## src/rtl/vga_timing_pkg.sv

```systemverilog
// VGA 640x480@60 timing constants shared by the timing receiver and the colour-bar generator,
// plus the receiver's lock FSM state type.
package vga_timing_pkg;

    localparam int unsigned VGA_H_TOTAL     = 800;
    localparam int unsigned VGA_H_SYNC      = 96;
    localparam int unsigned VGA_H_ACT_START = 144;
    localparam int unsigned VGA_H_ACT_END   = 783;
    localparam int unsigned VGA_V_TOTAL     = 525;
    localparam int unsigned VGA_V_SYNC      = 2;
    localparam int unsigned VGA_V_ACT_START = 35;
    localparam int unsigned VGA_V_ACT_END   = 514;

    typedef enum logic [1:0] {
        SEARCH = 2'd0,
        CHECK  = 2'd1,
        LOCKED = 2'd2
    } rx_state_e;

endpackage

```

## src/rtl/vga_timing_rx_sync_edge_det.sv

```systemverilog
// Registered edge detector for an active-low sync line; history idles high so a line
// already low when reset is released still produces a fall.
module sync_edge_det (
    input  logic clk,
    input  logic rst,
    input  logic sig,
    output logic rise,
    output logic fall
);

    logic prev;

    always_ff @(posedge clk or posedge rst) begin
        if (rst) prev <= 1'b1;
        else     prev <= sig;
    end

    assign rise = ~prev & sig;
    assign fall = prev & ~sig;

endmodule

```

## src/rtl/vga_timing_rx.sv

```systemverilog
// VGA timing receiver: measures HSync/VSync against the nominal raster, locks after one
// clean frame, and emits active-pixel strobe, coordinates and gated colour.
module vga_timing_rx
    import vga_timing_pkg::*;
#(
    parameter int unsigned H_TOTAL     = VGA_H_TOTAL,
    parameter int unsigned H_SYNC      = VGA_H_SYNC,
    parameter int unsigned H_ACT_START = VGA_H_ACT_START,
    parameter int unsigned H_ACT_END   = VGA_H_ACT_END,
    parameter int unsigned V_TOTAL     = VGA_V_TOTAL,
    parameter int unsigned V_SYNC      = VGA_V_SYNC,
    parameter int unsigned V_ACT_START = VGA_V_ACT_START,
    parameter int unsigned V_ACT_END   = VGA_V_ACT_END
) (
    input  logic       pixClock,
    input  logic       reset,
    input  logic       HSync,
    input  logic       VSync,
    input  logic [3:0] red,
    input  logic [3:0] green,
    input  logic [3:0] blue,
    output logic       locked,
    output logic       de,
    output logic [9:0] x,
    output logic [8:0] y,
    output logic [3:0] pix_r,
    output logic [3:0] pix_g,
    output logic [3:0] pix_b,
    output logic       line_start,
    output logic       frame_start,
    output logic [7:0] err_count
);

    localparam logic [9:0] H_LAST = 10'(H_TOTAL - 1);
    localparam logic [9:0] H_SW   = 10'(H_SYNC);
    localparam logic [9:0] H_A0   = 10'(H_ACT_START);
    localparam logic [9:0] H_A1   = 10'(H_ACT_END);
    localparam logic [9:0] V_LAST = 10'(V_TOTAL - 1);
    localparam logic [9:0] V_SW   = 10'(V_SYNC);
    localparam logic [9:0] V_A0   = 10'(V_ACT_START);
    localparam logic [9:0] V_A1   = 10'(V_ACT_END);
    localparam logic [9:0] H_MAX  = 10'd1023;

    logic      h_rise, h_fall, v_rise, v_fall;
    logic [9:0] hcount, vcount, hc_nxt, vc_nxt;
    logic      timeout, mismatch, active;
    rx_state_e state, state_nxt;

    sync_edge_det u_hsync_edge (.clk(pixClock), .rst(reset), .sig(HSync), .rise(h_rise), .fall(h_fall));
    sync_edge_det u_vsync_edge (.clk(pixClock), .rst(reset), .sig(VSync), .rise(v_rise), .fall(v_fall));

    // Counts for the current sample feed both the counter registers and the outputs,
    // so every output lands exactly one cycle after its input sample.
    always_comb begin
        hc_nxt = hcount + 10'd1;
        if (h_fall)               hc_nxt = '0;
        else if (hcount == H_MAX) hc_nxt = H_MAX;
        vc_nxt = vcount;
        if (h_fall) vc_nxt = v_fall ? '0 : vcount + 10'd1;
        timeout  = !h_fall && (hc_nxt == H_MAX);
        mismatch = (h_fall && hcount != H_LAST)
                || (h_rise && hc_nxt != H_SW)
                || (v_fall && !h_fall)
                || (v_fall && vcount != V_LAST)
                || (v_rise && !(h_fall && vc_nxt == V_SW))
                || timeout;
    end

    // The exiting VSync fall of CHECK is itself checked before LOCKED is granted.
    always_comb begin
        state_nxt = state;
        case (state)
            SEARCH:  if (v_fall) state_nxt = CHECK;
            CHECK:   if (mismatch) state_nxt = SEARCH;
                     else if (v_fall) state_nxt = LOCKED;
            LOCKED:  if (mismatch) state_nxt = SEARCH;
            default: state_nxt = SEARCH;
        endcase
        active = (state_nxt == LOCKED)
              && (hc_nxt >= H_A0) && (hc_nxt <= H_A1)
              && (vc_nxt >= V_A0) && (vc_nxt <= V_A1);
    end

    always_ff @(posedge pixClock or posedge reset) begin
        if (reset) state <= SEARCH;
        else       state <= state_nxt;
    end

    always_ff @(posedge pixClock or posedge reset) begin
        if (reset) begin
            hcount      <= '0;
            vcount      <= '0;
            err_count   <= '0;
            locked      <= 1'b0;
            de          <= 1'b0;
            x           <= '0;
            y           <= '0;
            pix_r       <= '0;
            pix_g       <= '0;
            pix_b       <= '0;
            line_start  <= 1'b0;
            frame_start <= 1'b0;
        end else begin
            hcount      <= hc_nxt;
            vcount      <= vc_nxt;
            locked      <= (state_nxt == LOCKED);
            de          <= active;
            x           <= active ? hc_nxt - H_A0 : '0;
            y           <= active ? 9'(vc_nxt - V_A0) : '0;
            pix_r       <= active ? red   : '0;
            pix_g       <= active ? green : '0;
            pix_b       <= active ? blue  : '0;
            line_start  <= h_fall;
            frame_start <= v_fall;
            if (state == LOCKED && mismatch && err_count != 8'hFF)
                err_count <= err_count + 8'd1;
        end
    end

endmodule

```

## config.mk

```make
export PLATFORM = sky130hd
export DESIGN_NAME = vga_timing_rx
export DESIGN_NICKNAME = d
export VERILOG_FILES = /design/src/rtl/vga_timing_pkg.sv /design/src/rtl/vga_timing_rx_sync_edge_det.sv /design/src/rtl/vga_timing_rx.sv
export SDC_FILE = /design/constraint.sdc
export NUM_CORES = 1
export LEC_CHECK = 0
export CORE_UTILIZATION = 48
export DETAILED_ROUTE_END_ITERATION = 8
export PLACE_DENSITY_LB_ADDON = 0.2
export SYNTH_ARGS = -nofsm -noshare
export SYNTH_HDL_FRONTEND = slang
export SYNTH_HIERARCHICAL = 1
export SYNTH_SLANG_ARGS = --single-unit
export TNS_END_PERCENT = 50
```

## constraint.sdc

```tcl
create_clock -name pixClock -period 3.2 [get_ports pixClock]
set_input_delay 0.32 -clock pixClock [delete_from_list [all_inputs] [get_ports pixClock]]
set_output_delay 0.32 -clock pixClock [all_outputs]
set_load 0.05 [all_outputs]
```

==> results of run 1 <==
-- cell type report --
class	instances	area, um^2
inverters	28	105
multi-input cells	228	1830
flip-flops and latches	67	1680
repair buffers	111	1100
fillers	579	2270
clock buffers	10	128
clock inverters	6	65.1
well taps	99	124
-- state kept, by name (all words and copies together) (netlist names) --
signal	flops
pix_b	4
vcount	10
pix_g	4
x	10
err_count	8
state	2
frame_start	1
hcount	10
u_vsync_edge/prev	1
locked	1
line_start	1
de	1
y	9
u_hsync_edge/prev	1
pix_r	4
-- layout by cell type (no fill, tap or decap), drive strengths merged, types with 4 or more instances in the layout --
cell	netlist	final
nor3	33	33
nor2b	7	7
o21ai	9	9
ha	11	11
and3	8	8
xnor2	18	18
nand2	15	15
nand2b	4	4
nand4	8	8
o211ai	4	4
a31oi	4	4
nand3	11	11
a21oi	13	13
buf	17	50
nor2	11	11
and2	4	4
clkdlybuf4s50	0	58
nor4	7	7
a211o	3	4
clkbuf	3	13
xor2	6	6
o31ai	4	4
inv	28	29
dfrtp	65	65
-- worst max-delay path by stage --
stage / from / endpoint / depth (start not counted)
floorplan: hcount[3] / x[0] / 13
global placement: HSync / y[1] / 12
detailed placement: HSync / x[0] / 11
CTS: hcount[1] / y[1] / 14
global route: hcount[0] / x[8] / 14
finish: HSync / x[0] / 11
-- power breakdown --
part           total, mW  internal [mW]  leakage (nW)  switching [mW]
Sequential         0.975          0.904         0.900          0.0711
Combinational      0.664          0.287          1.18           0.377
Clock              0.710          0.361        0.0966           0.348
-- metal layers --
metal / GRT usage [%] / share of wire, %
met3: 5.36 / 5.0
met5: 0 / 0
met2: 38.9 / 50
met4: 8.08 / 1.8
met1: 31.4 / 43
-- logic make-up (layout without fill, tap and decap cells) --
| kind of cell | after synthesis | after routing | share of synthesized area (%) |
|---|---|---|---|
| buf+inv | 48 | 155 | 6.32 |
| simple gates | 124 | 124 | 23.0 |
| flops | 67 | 67 | 46.1 |
| xor+xnor | 24 | 24 | 5.77 |
| fa+ha+maj | 11 | 11 | 3.78 |
| mux | 5 | 5 | 1.44 |
| compound gates | 63 | 64 | 13.6 |
-- critical path, cell delays in order --
cell	delay [ns]
clkdlybuf4s50_1	0.47
and2b_2	0.27
buf_4	0.18
buf_4	0.20
nor4_1	0.46
o21ai_0	0.22
a211o_1	0.36
a21oi_1	0.17
nand4_1	0.17
buf_12	0.21
a2111oi_4	0.28
-- per-stage QoR --
step / power (mW) / worst slack (ns)
floorplan: 1.40 / 0.0208
global placement: 1.60 / 0.00298
detailed placement: 1.61 / -0.0581
CTS: 2.32 / 0.121
global route: 2.46 / 0.00919
finish: 2.35 / 0.109
-- what timing repair did --
| action | in CTS | in global routing |
|---|---|---|
| gates cloned | 0 | 4 |
| hold endpoints to repair | 0 | 0 |
| pin swaps | 1 | 3 |
| buffers inserted | 1 | 2 |
| gates resized for setup | 1 | 10 |
| setup endpoints to repair | 31 | 7 |
==> run summary, run 1 <==
Status - finished, final reports clean
Antenna cells - 0
Antenna violations before repair - 0
Max Cap Viol - 0
Max VDD drop - 0.335 mV
Relative slew margins - 55.1%
Cell Area, Synth - 3640 um^2
Synth Register Bits - 67
Remaining antenna violation count - 0
Global Route Usage Sum - 23.8%
H-tree depth - 3
# IOs - 59
Hold crit path type - in2async
Row cnt - 31
Die height - 89.1 um
CP Capture Type - register
First-pass GRT wire length - 14100 um
CP Max Fanout - 16
Area Overhead vs Synth - 38.0%
Distinct cell type count after synthesis - 59
Top post-synthesis cells by area - dfrtp_1, nor3_2, xnor2_1
CTS tree - yes
Final wirelength - 9390 um
CTS Buf Count - 9
Cells after Synth - 342
WL per Instance - 17.1 um
Initial Utilization - 49.9%
First-pass DRT Iterations - 4
Core ar. - 7290 um^2
Final #Nets - 472
Placed cell areas - 4670 um^2
DIE WIDTH - 89.1 um
DR iter-0 viols - 161
Clk sinks - 67
HPWL Detailed - 6570 um
Share of the synthesized area in the top cell type - 44.7%
Biggest area consumer among synthesized cells - dfrtp_1
FF-to-FF End - x[0]
Finished Cell Area - 5030 um^2
Layout cells sized above 1 - 29.1%
Maximum clock insertion buffer count - 2
Register area share after synthesis - 46.1%
Setup TNS Final - 0 ns
Cts hold-fix bufs - 0
Cells on worst reg2reg path - 13
Synth async-reset ratio - 100%
Slew @ Worst Pin - 0.671 ns
Die ar. - 7940 um^2
Crit start category - input port
Vias - 3064
Mean Syn Cell Area - 10.6 um^2
WS Path Type - in2reg
Main synth FF type - dfrtp_1
Routed vias/inst - 5.58
IO Port Bufs - 58
Synth warnings - 6
Worst r2r src - hcount[0]
Root Driver - clkbuf_8
Clock latency on the worst-skew pair - 0.35 ns
PD cells - 467 nW/um^2
Fin cells - 549
Fin. max-slew vios - 0
RSZ-0062 raised after global routing - false
Syn_nets - 369
Worst Skew - 0.00939 ns
Max Freq - 324 MHz
Reg2reg setup slack - 0.11 ns
Crit path DAT - 3.33 ns
Worst-path clk slew - 0.07 ns
Worst hold margin - 0.336 ns
Residual DRC - 0
Top cells by count, synth - dfrtp_1, nor3_2, inv_1
Final setup fails - 0
Most common cell in the netlist - dfrtp_1
Congestion Overflow GR - 0
LEAKAGE - 2.18 nW
Final-report hold violation count - 0
Largest net degree at the start of global routing - 32
RePlAce Congestion - 0.940
Number of flops mapped to enable cells by yosys - 0
Cells after DPL - 526
Share of the core filled with cells - 68.9%
Period utilisation layout - 96.6%
Number of global-route vias before repair - 2822
Final min period - 3.09 ns
Crit path required time - 3.44 ns
Note: power is estimated with default switching activity, not from simulation.
==> run 2: changes to the inputs <==
==> constraint.sdc (replaced) <==
create_clock -name pixClock -period 3.2 [get_ports pixClock]
set_input_delay 0.32 -clock pixClock [delete_from_list [all_inputs] [get_ports pixClock]]
set_output_delay 0.32 -clock pixClock [all_outputs]
set_load 0.005 [all_outputs]
==> results of run 2 <==
The final DEF is identical to that of run 1. Status: finished, final reports clean.
Among the figures that moved: total power 2.35 mW -> 2.29 mW; worst IR drop on VDD 0.335 mV -> 0.334 mV
